File: src/rtl/alu_pkg.sv
// Shared ALU control codes and FSM state encoding for alu_multicycle.
package alu_pkg;

  localparam int unsigned CTRL_W = 4;

  localparam logic [CTRL_W-1:0] ALU_CTRL_AND = 4'b0000;
  localparam logic [CTRL_W-1:0] ALU_CTRL_OR  = 4'b0001;
  localparam logic [CTRL_W-1:0] ALU_CTRL_ADD = 4'b0010;
  localparam logic [CTRL_W-1:0] ALU_CTRL_SUB = 4'b0110;
  localparam logic [CTRL_W-1:0] ALU_CTRL_MUL = 4'b1010;

  typedef enum logic {
    ST_IDLE = 1'b0,
    ST_MUL  = 1'b1
  } state_e;

endpackage

File: src/rtl/alu_multicycle_if.sv
// Request/result bundle between the EX-stage control and alu_multicycle.
interface alu_multicycle_if
  import alu_pkg::*;
#(
  parameter int unsigned WIDTH = 32
) ();

  logic              start_i;
  logic [WIDTH-1:0]  data1_i;
  logic [WIDTH-1:0]  data2_i;
  logic [CTRL_W-1:0] ALUCtrl_i;
  logic [WIDTH-1:0]  data_o;
  logic              zero_o;
  logic              valid_o;
  logic              busy_o;

  modport master (
    output start_i, data1_i, data2_i, ALUCtrl_i,
    input  data_o, zero_o, valid_o, busy_o
  );

  modport slave (
    input  start_i, data1_i, data2_i, ALUCtrl_i,
    output data_o, zero_o, valid_o, busy_o
  );

endinterface

File: src/rtl/alu_mul_iter.sv
// Iterative shift-add multiplier datapath: operand registers, accumulator,
// iteration counter and the exit test. Optional early exit when the remaining
// multiplier bits are all zero is enabled by ALU_MUL_EARLY_EXIT_EN.
module alu_mul_iter #(
  parameter int unsigned WIDTH = 32,
  parameter int unsigned CNT_W = 6
) (
  input  logic             clk_i,
  input  logic             rst_i,
  input  logic             start_i,
  input  logic             step_i,
  input  logic [WIDTH-1:0] mcand_i,
  input  logic [WIDTH-1:0] mplier_i,
  output logic             done_c,
  output logic [WIDTH-1:0] product_c
);

  logic [WIDTH-1:0] mcand_q,  mcand_d;
  logic [WIDTH-1:0] mplier_q, mplier_d;
  logic [WIDTH-1:0] acc_q,    acc_d;
  logic [CNT_W-1:0] cnt_q,    cnt_d;
  logic [WIDTH-1:0] acc_next_c;
  logic [WIDTH-1:0] mplier_next_c;

  // One shift-add iteration and the load/step next-state selection
  always_comb begin
    acc_next_c    = acc_q + (mplier_q[0] ? mcand_q : '0);
    mplier_next_c = mplier_q >> 1;
    mcand_d       = mcand_q;
    mplier_d      = mplier_q;
    acc_d         = acc_q;
    cnt_d         = cnt_q;
    if (start_i) begin
      mcand_d  = mcand_i;
      mplier_d = mplier_i;
      acc_d    = '0;
      cnt_d    = '0;
    end else if (step_i) begin
      mcand_d  = mcand_q << 1;
      mplier_d = mplier_next_c;
      acc_d    = acc_next_c;
      cnt_d    = cnt_q + CNT_W'(1);
    end
  end

  // Last iteration is the one whose result is being produced this cycle
  always_comb begin
`ifdef ALU_MUL_EARLY_EXIT_EN
    done_c = step_i && ((cnt_q == CNT_W'(WIDTH - 1)) || (mplier_next_c == '0));
`else
    done_c = step_i && (cnt_q == CNT_W'(WIDTH - 1));
`endif
    product_c = acc_next_c;
  end

  // Datapath registers
  always_ff @(posedge clk_i) begin
    if (rst_i) begin
      mcand_q  <= '0;
      mplier_q <= '0;
      acc_q    <= '0;
      cnt_q    <= '0;
    end else begin
      mcand_q  <= mcand_d;
      mplier_q <= mplier_d;
      acc_q    <= acc_d;
      cnt_q    <= cnt_d;
    end
  end

endmodule

File: src/rtl/alu_multicycle.sv
// EX-stage ALU: single-cycle and/or/add/sub, multi-cycle shift-add mul with
// busy_o stall. Build option: ALU_MUL_EARLY_EXIT_EN shortens mul when the
// multiplier runs out of set bits (result unchanged).
module alu_multicycle
  import alu_pkg::*;
#(
  parameter int unsigned WIDTH = 32,
  parameter int unsigned CNT_W = 6
) (
  input  logic                   clk_i,
  input  logic                   rst_i,
  alu_multicycle_if.slave        bus
);

  state_e           state_q, state_d;
  logic [WIDTH-1:0] data_q,  data_d;
  logic             zero_q,  zero_d;
  logic             valid_q, valid_d;

  logic             accept_c;
  logic             mul_start_c;
  logic             mul_done_c;
  logic [WIDTH-1:0] mul_product_c;
  logic [WIDTH-1:0] op_res_c;

  assign accept_c = bus.start_i && (state_q == ST_IDLE);

  // Single-cycle operation result; unknown codes yield zero
  always_comb begin
    op_res_c = '0;
    unique case (bus.ALUCtrl_i)
      ALU_CTRL_AND: op_res_c = bus.data1_i & bus.data2_i;
      ALU_CTRL_OR:  op_res_c = bus.data1_i | bus.data2_i;
      ALU_CTRL_ADD: op_res_c = bus.data1_i + bus.data2_i;
      ALU_CTRL_SUB: op_res_c = bus.data1_i - bus.data2_i;
      default:      op_res_c = '0;
    endcase
  end

  // FSM next state and output register updates
  always_comb begin
    state_d     = state_q;
    data_d      = data_q;
    zero_d      = zero_q;
    valid_d     = 1'b0;
    mul_start_c = 1'b0;
    unique case (state_q)
      ST_IDLE: begin
        if (accept_c) begin
          if (bus.ALUCtrl_i == ALU_CTRL_MUL) begin
            mul_start_c = 1'b1;
            state_d     = ST_MUL;
          end else begin
            data_d  = op_res_c;
            zero_d  = (op_res_c == '0);
            valid_d = 1'b1;
          end
        end
      end
      ST_MUL: begin
        if (mul_done_c) begin
          data_d  = mul_product_c;
          zero_d  = (mul_product_c == '0);
          valid_d = 1'b1;
          state_d = ST_IDLE;
        end
      end
      default: state_d = ST_IDLE;
    endcase
  end

  // State and output registers
  always_ff @(posedge clk_i) begin
    if (rst_i) begin
      state_q <= ST_IDLE;
      data_q  <= '0;
      zero_q  <= 1'b1;
      valid_q <= 1'b0;
    end else begin
      state_q <= state_d;
      data_q  <= data_d;
      zero_q  <= zero_d;
      valid_q <= valid_d;
    end
  end

  alu_mul_iter #(
    .WIDTH (WIDTH),
    .CNT_W (CNT_W)
  ) u_mul (
    .clk_i     (clk_i),
    .rst_i     (rst_i),
    .start_i   (mul_start_c),
    .step_i    (state_q == ST_MUL),
    .mcand_i   (bus.data1_i),
    .mplier_i  (bus.data2_i),
    .done_c    (mul_done_c),
    .product_c (mul_product_c)
  );

  assign bus.data_o  = data_q;
  assign bus.zero_o  = zero_q;
  assign bus.valid_o = valid_q;
  assign bus.busy_o  = (state_q == ST_MUL);

endmodule

File: src/flat_wrapper.sv
// flat-port wrapper written by rule: the top's interface ports become plain ports
module alu_multicycle_flat import alu_pkg::*;
#(
  parameter int unsigned WIDTH = 32,
  parameter int unsigned CNT_W = 6
)
  (clk_i, rst_i, bus_start_i, bus_data1_i, bus_data2_i, bus_ALUCtrl_i, bus_data_o, bus_zero_o, bus_valid_o, bus_busy_o);
  alu_multicycle_if #(.WIDTH(WIDTH)) bus_i ();
  input  logic clk_i;
  input  logic rst_i;
  input wire logic [$bits(bus_i.start_i)-1:0] bus_start_i;
  input wire logic [$bits(bus_i.data1_i)-1:0] bus_data1_i;
  input wire logic [$bits(bus_i.data2_i)-1:0] bus_data2_i;
  input wire logic [$bits(bus_i.ALUCtrl_i)-1:0] bus_ALUCtrl_i;
  output wire logic [$bits(bus_i.data_o)-1:0] bus_data_o;
  output wire logic [$bits(bus_i.zero_o)-1:0] bus_zero_o;
  output wire logic [$bits(bus_i.valid_o)-1:0] bus_valid_o;
  output wire logic [$bits(bus_i.busy_o)-1:0] bus_busy_o;
  assign bus_i.start_i = bus_start_i;
  assign bus_i.data1_i = bus_data1_i;
  assign bus_i.data2_i = bus_data2_i;
  assign bus_i.ALUCtrl_i = bus_ALUCtrl_i;
  assign bus_data_o = bus_i.data_o;
  assign bus_zero_o = bus_i.zero_o;
  assign bus_valid_o = bus_i.valid_o;
  assign bus_busy_o = bus_i.busy_o;
  alu_multicycle #(.WIDTH(WIDTH), .CNT_W(CNT_W)) u_core (.clk_i(clk_i), .rst_i(rst_i), .bus(bus_i));
endmodule
File: config.mk
export PLATFORM = sky130hd
export DESIGN_NAME = alu_multicycle_flat
export DESIGN_NICKNAME = d
export VERILOG_FILES = /design/src/rtl/alu_pkg.sv /design/src/rtl/alu_multicycle_if.sv /design/src/rtl/alu_mul_iter.sv /design/src/rtl/alu_multicycle.sv /design/src/flat_wrapper.sv
export SDC_FILE = /design/constraint.sdc
export NUM_CORES = 1
export LEC_CHECK = 0
export ABC_AREA = 0
export CORE_ASPECT_RATIO = 0.9
export CORE_MARGIN = 1
export CORE_UTILIZATION = 59
export CTS_CLUSTER_DIAMETER = 80
export DETAILED_ROUTE_END_ITERATION = 7
export DONT_BUFFER_PORTS = 1
export HOLD_SLACK_MARGIN = 0.02
export PLACE_DENSITY_LB_ADDON = 0.05
export SYNTH_ARGS = -nofsm -noshare
export SYNTH_HDL_FRONTEND = slang
export SYNTH_SLANG_ARGS = --single-unit
File: constraint.sdc
create_clock -name clk_i -period 4.68 [get_ports clk_i]
set_input_delay 0.936 -clock clk_i [delete_from_list [all_inputs] [get_ports clk_i]]
set_output_delay 0.936 -clock clk_i [all_outputs]
set_load 0.1 [all_outputs]
# After elaboration in Yosys (flattened, before gate mapping)
# Cells that the tools add are included.
[totals]
input_bits = 71
out_inout_bits = 35
wordCells = 54
ff_bits = 137
[classes]
bitwise_logic = 3
n_eq_ne = 8
n_mux = 23
n_addsub = 4
reduce_logical = 8
[ops]
columns = ["cell", "count"]
rows = [
  ["2-to-1 mux 32 bit", 8],
  ["one-hot mux 32 bit (4 select lines)", 1],
  ["adder 32 bit", 2],
  ["zero test 32 bit", 2],
  ["one-hot mux 32 bit (2 select lines)", 1],
  ["AND 32 bit", 1],
  ["bitwise OR 32 bit", 1],
  ["subtractor 32 bit", 1],
  ["2-to-1 mux 1 bit", 10],
  ["adder 6 x 1 -> 6 bit (second input constant)", 1],
  ["== test 6 x 5 -> 1 bit (second input constant)", 1],
  ["one-hot mux 1 bit (2 select lines)", 3],
  ["== test 4 x 1 -> 1 bit (second input constant)", 1],
  ["== test 4 x 2 -> 1 bit (second input constant)", 1],
  ["== test 4 x 3 -> 1 bit (second input constant)", 1],
  ["== test 4 bit (second input constant)", 1],
  ["zero test 4 bit", 1],
  ["inequality test 2 bit (second input constant)", 2],
  ["AND reduction 3 bit", 1],
  ["logical AND 1 bit", 2],
  ["inequality test 2 x 1 -> 1 bit (second input constant)", 1],
  ["nonzero test 2 bit", 1],
  ["OR reduction 2 bit", 1],
  ["inverter 1 bit", 1],
]

# Logic depth before layout (Yosys ltp)
[depth]
ltp_word = 6
mapped_depth = 22
ltp_nobuf = 22

# Hierarchy
# A second synthesis with hierarchy kept.
[unflattened]
hier_cells = 1494
area_unflattened_um2 = 11294.6
[modules_own_cells]
columns = ["mod", "cells_each", "n_inst", "seq_area_each_um2", "area_per_inst_um2"]
rows = [
  ["alu_mul_iter", 758, 1, 2042.0, 6192.2],
  ["alu_multicycle", 736, 1, 700.7, 5102.4],
]

# Least setup slack after synthesis
# Ideal clock, no wire load.
[synth_path]
path_kind = "input to register"
startpoint = "input bus_ALUCtrl_i[0]"
endpoint = "register u_core.zero_q (netlist: u_core.bus.zero_o)"
path_slack_ps = -193
t_required_ps = 4557
t_arrival_ps = 4750
path_stages = 20
setup_ps = 123
path_buffers = 5
path_cell_list = "buf_2 > nor3b_1 > clkbuf_1 > nand2_1 > clkbuf_1 > o41ai_1 > xor2_1 > ha_1 > clkbuf_1 > nand4_1 > or4_1 > clkbuf_1 > a21o_1 > a211o_1 > a31oi_1 > mux2i_1 > nor2_1 > and4_1 > nand2_1 > nand3b_1"
[synth_between]
elab_chain_len = 6
word_cells_on_any_way = 12
cone_classes = "eq/ne (5); mux (4); reduce/logical (3)"
[synth_lines]
columns = ["item", "line_no", "text"]
rows = [
  ["from (decl)", "flat_wrapper.sv:14", "input wire logic [$bits(bus_i.ALUCtrl_i)-1:0] bus_ALUCtrl_i;"],
  ["== test 4 x 3 -> 1 bit, or another cell as far along", "alu_multicycle.sv:31", "unique case (bus.ALUCtrl_i)"],
  ["one-hot mux 32 bit (4 select lines)", "alu_multicycle.sv:31", ""],
  ["zero test 32 bit", "alu_multicycle.sv:55", "zero_d = (op_res_c == '0);"],
  ["2-to-1 mux 1 bit", "alu_multicycle.sv:50", "if (bus.ALUCtrl_i == ALU_CTRL_MUL) begin"],
  ["2-to-1 mux 1 bit", "alu_multicycle.sv:49", "if (accept_c) begin"],
  ["one-hot mux 1 bit (2 select lines)", "alu_multicycle.sv:47", "unique case (state_q)"],
  ["to (signal assigned)", "alu_multicycle.sv:82", "zero_q <= zero_d;"],
  ["to (decl)", "alu_multicycle.sv:17", "logic zero_q, zero_d;"],
]
# Several ways; a longest one is shown, not always the timed one. The select of a mux whose other input is x is not followed.
# A chain may end at the register's enable or synchronous reset.

# Final worst setup path
[layout_path]
startpoint = "input bus_data2_i[18]"
endpoint = "register u_core.zero_q (netlist: u_core.bus.zero_o)"
[layout_between]
elab_chain_len = 6
word_cells_on_any_way = 9
cone_classes = "add/sub (2); mux (4); bitwise (2); reduce/logical (1)"
[layout_lines]
columns = ["item", "line_no", "text"]
rows = [
  ["from (decl)", "flat_wrapper.sv:13", "input wire logic [$bits(bus_i.data2_i)-1:0] bus_data2_i;"],
  ["subtractor 32 bit, or another cell as far along", "alu_multicycle.sv:35", "ALU_CTRL_SUB: op_res_c = bus.data1_i - bus.data2_i;"],
  ["one-hot mux 32 bit (4 select lines) (*)", "alu_multicycle.sv:31", ""],
  ["zero test 32 bit (*)", "alu_multicycle.sv:55", ""],
  ["2-to-1 mux 1 bit (*)", "alu_multicycle.sv:50", ""],
  ["2-to-1 mux 1 bit (*)", "alu_multicycle.sv:49", ""],
  ["one-hot mux 1 bit (2 select lines) (*)", "alu_multicycle.sv:47", ""],
]
# Every way passes the cells marked *; elsewhere a longest branch is shown, timed or not. The select of a mux whose other input is x is not followed.

==> out/results.ini <==
[floorplan]
die_w_um = 146
design.die.area_sq_um = 19100
initial_utilization_pct = 61.1
die_h_um = 131
num_rows = 46
core_sq_um = 17900
io_pins = 106

[synthesis]
synth_area_sq_um = 10900
synth_cell_type_count = 75
synthTopCellsByArea = dfxtp_1 (25%), a21oi_1 (11%), ha_1 (7.5%), nand2_1 (6.9%), nor2_1 (5.7%)
synth_compound_area_share_pct = 26.4
synth_most_common_cell = a21oi_1
synth_fa_ha_area_share_pct = 9.75
synth_edf_count = 0
synthTopCellsByCount = a21oi_1 (248), nand2_1 (202), nor2_1 (166), dfxtp_1 (137), o21ai_0 (83)
netlist.area_leader.share_pct = 25.1
syn-num-nets = 1698
yosysWarnings = 0
yosysSeqAreaShare_pct = 25.1
avgSynthCellArea_sq_um = 7.02
ys.flop_type = dfxtp_1
synth_async_sr_flop_share_pct = 0
synth_top_family_by_area = simple AND/OR/NAND/NOR gates
yosys.area_share.simple_pct = 26.6
synth_xor_area_share_pct = 6.33
synthCells = 1559
synthMuxAreaShare_pct = 1.20
yosysTopAreaCell = dfxtp_1
synth_seq_cells = 137

[route]
ant_nets = 0
routed_wl_um = 33600
vias = 11500
drc = 0
drt_iter0_markers = 910
wl_per_cell_um = 18.3
drt_first_pass_iters = 7
via_per_inst = 6.26

[run]
cap_violations = 0

[sta]
setup_viol = 0
finalCriticalPeriod_ps = 4370
layout_worst_path_cycle_share_pct = 93.5
worstMarginPinSlew_ps = 1060
rsz0062_at_grt = false
fin_skew_ps = 10.7
maxSlewHeadroom_pct = 29.0
fmax_mhz = 229
slew_violations = 0
fin_tns_setup_ps = 0
hold_viol = 0

[cells_and_area]
fin_util_pct = 69.1
instances_no_fill = 1838
antenna_cells = 0
fill_cells = 1588
areaGrowthSynthToFinish_pct = 13.1
drive_above_1_share_pct = 11.2
stdcell_area_sq_um = 12400
nets = 1724

[clock_network]
clock-sinks = 137
numCtsBuffers = 17
clk_pin_slew_ps = 60
clkLatencyLatePin_ps = 430
cts_tree = built
htreeDepth = 4
cts_root_buf = clkbuf_16
clk_path_buf_depth = 2

[critical_path]
crit_end = u_core.bus.zero_o
crit_start = bus_data2_i[18]
crit_fanout = 5
r2r-end = u_core.bus.zero_o
reg2reg_from = u_core.u_mul.mplier_q[0]
worst_setup_path_end_kind = register
crit_type = in -> reg
rrSetupSlack_ps = 470
required_ps = 5040
start_kind = primary input
rr_worst_depth = 14
cp_data_arrival_time_ps = 4740

[global_route]
grt_start_max_net_pins = 188
grt_usage_pct = 35.5
grt_pass1_wl_um = 55100
overflow = 0
grt_pass1_vias = 10800
antenna_found_initial = 0

[place]
place.gp.congestion = 0.944
placed_cells = 1805
hpwl_um = 24500
placed_area_sq_um = 11700
portBuffers = 0

[pwr]
p_leak_uw = 0.00489
total_power_uw = 3340
ir_drop_uv = 313
p_per_area_nw_per_um2 = 270

[run_status]
outcome = finished, final reports clean

[hold_path]
hold_path_class = reg -> reg

layer usage:
layer  wire (um)  part of all wire (%)  vias up  GRT usage (%)
met4        1080                   3.2        0           13.8
met2       16300                    48      406           61.4
li1            -                     -     5644              -
met1       14100                    42     5367           43.4
met3        2160                   6.4       86           6.39
met5           0                     0        -              0
area by class of cell:
| cell class | count | area, sq um | area share, % |
|---|---|---|---|
| inverter | 33 | 124 | 1.00 |
| tap | 240 | 300 | 2.43 |
| clock buffer | 19 | 453 | 3.66 |
| sequential | 137 | 2750 | 22.2 |
| clock inverter | 13 | 129 | 1.04 |
| timing repair buffer | 110 | 838 | 6.78 |
| multi-input combinational | 1286 | 7780 | 62.9 |
cell families (layout without fill, tap and decap cells):
logic type                 Yosys count  in the layout
buffers and inverters              136            175
muxes                               13             13
xor gates and xnor gates            79             79
and+or+nand+nor                    620            620
DFF                                137            137
adders and majority gates           88             88
AOI/OAI and AO/OA                  486            486
flip-flops by register name (all words and copies together) (netlist names):
register / count
u_core.bus.valid_o: 1
u_core.u_mul.cnt_q: 6
u_core.bus.busy_o: 1
u_core.u_mul.mcand_q: 32
u_core.bus.zero_o: 1
u_core.u_mul.mplier_q: 32
u_core.u_mul.acc_q: 32
u_core.bus.data_o: 32
where the power goes:
part	total (uW)	switching, uW	internal [uW]
Combinational	674	368	306
Sequential	1320	132	1190
Clock	1350	613	733
worst max-delay path, stage by stage:
cell,delay [ps]
or4_1,560
or2_2,330
o31ai_1,240
xor2_1,110
ha_1,330
nand4_1,170
or3_1,430
a2111oi_2,350
buf_4,170
o31a_1,110
nor3_1,60
a221oi_1,280
nand4_1,180
nor4_1,300
nand2_1,80
nand3b_1,80
how the worst min path moves through the flow:
stage,end,slack [ps],from,depth (start not counted)
final,u_core.u_mul.acc_q[11],470,u_core.u_mul.acc_q[11],2
after global routing,u_core.u_mul.acc_q[15],490,u_core.u_mul.acc_q[15],2
after CTS,u_core.u_mul.acc_q[11],470,u_core.u_mul.acc_q[11],2
after detailed placement,u_core.u_mul.acc_q[13],460,u_core.u_mul.acc_q[13],2
after global placement,u_core.u_mul.acc_q[8],460,u_core.u_mul.acc_q[8],2
after floorplan,u_core.u_mul.acc_q[11],450,u_core.u_mul.acc_q[11],2
timing repair:
item                                    CTS  global route
hold buffers                              0             0
endpoints found under the setup margin    0             6
resized for setup                         0            12
setup buffers                             0             1
layout by cell type, fill, tap and decap left out, drive strengths merged, types with 6 or more instances in the layout:
master   Yosys  layout
a21oi      249     249
a2111oi      6       6
nand3       74      74
nand4       19      19
nor3        37      37
a22oi        9       9
or3         13      13
or4          8       8
a31oi       12      12
xnor2       38      38
and2        37      37
o21ai       87      87
nand2      202     202
nand2b      10      10
buf         21     110
a21boi       7       7
a211oi      10      10
a21o        16      16
o21a        11      11
nor4         9       9
and3         9       9
ha          66      66
mux2i       12      12
nor2b        7       7
o31ai       12      12
o21bai       6       6
clkbuf      82      19
dfxtp      137     137
o211ai      16      16
nor2       166     166
xor2        41      41
inv         32      39
maj3        20      20
stage by stage:
stage | worst slack (ps) | hold slack (ps)
2_1_floorplan | 2.49 | 450
3_3_place_gp | -241 | 457
3_5_place_dp | -196 | 461
4_1_cts | 225 | 474
5_1_grt | 11.5 | 494
6_report | 306 | 474
(Power assumes the default switching activity.)
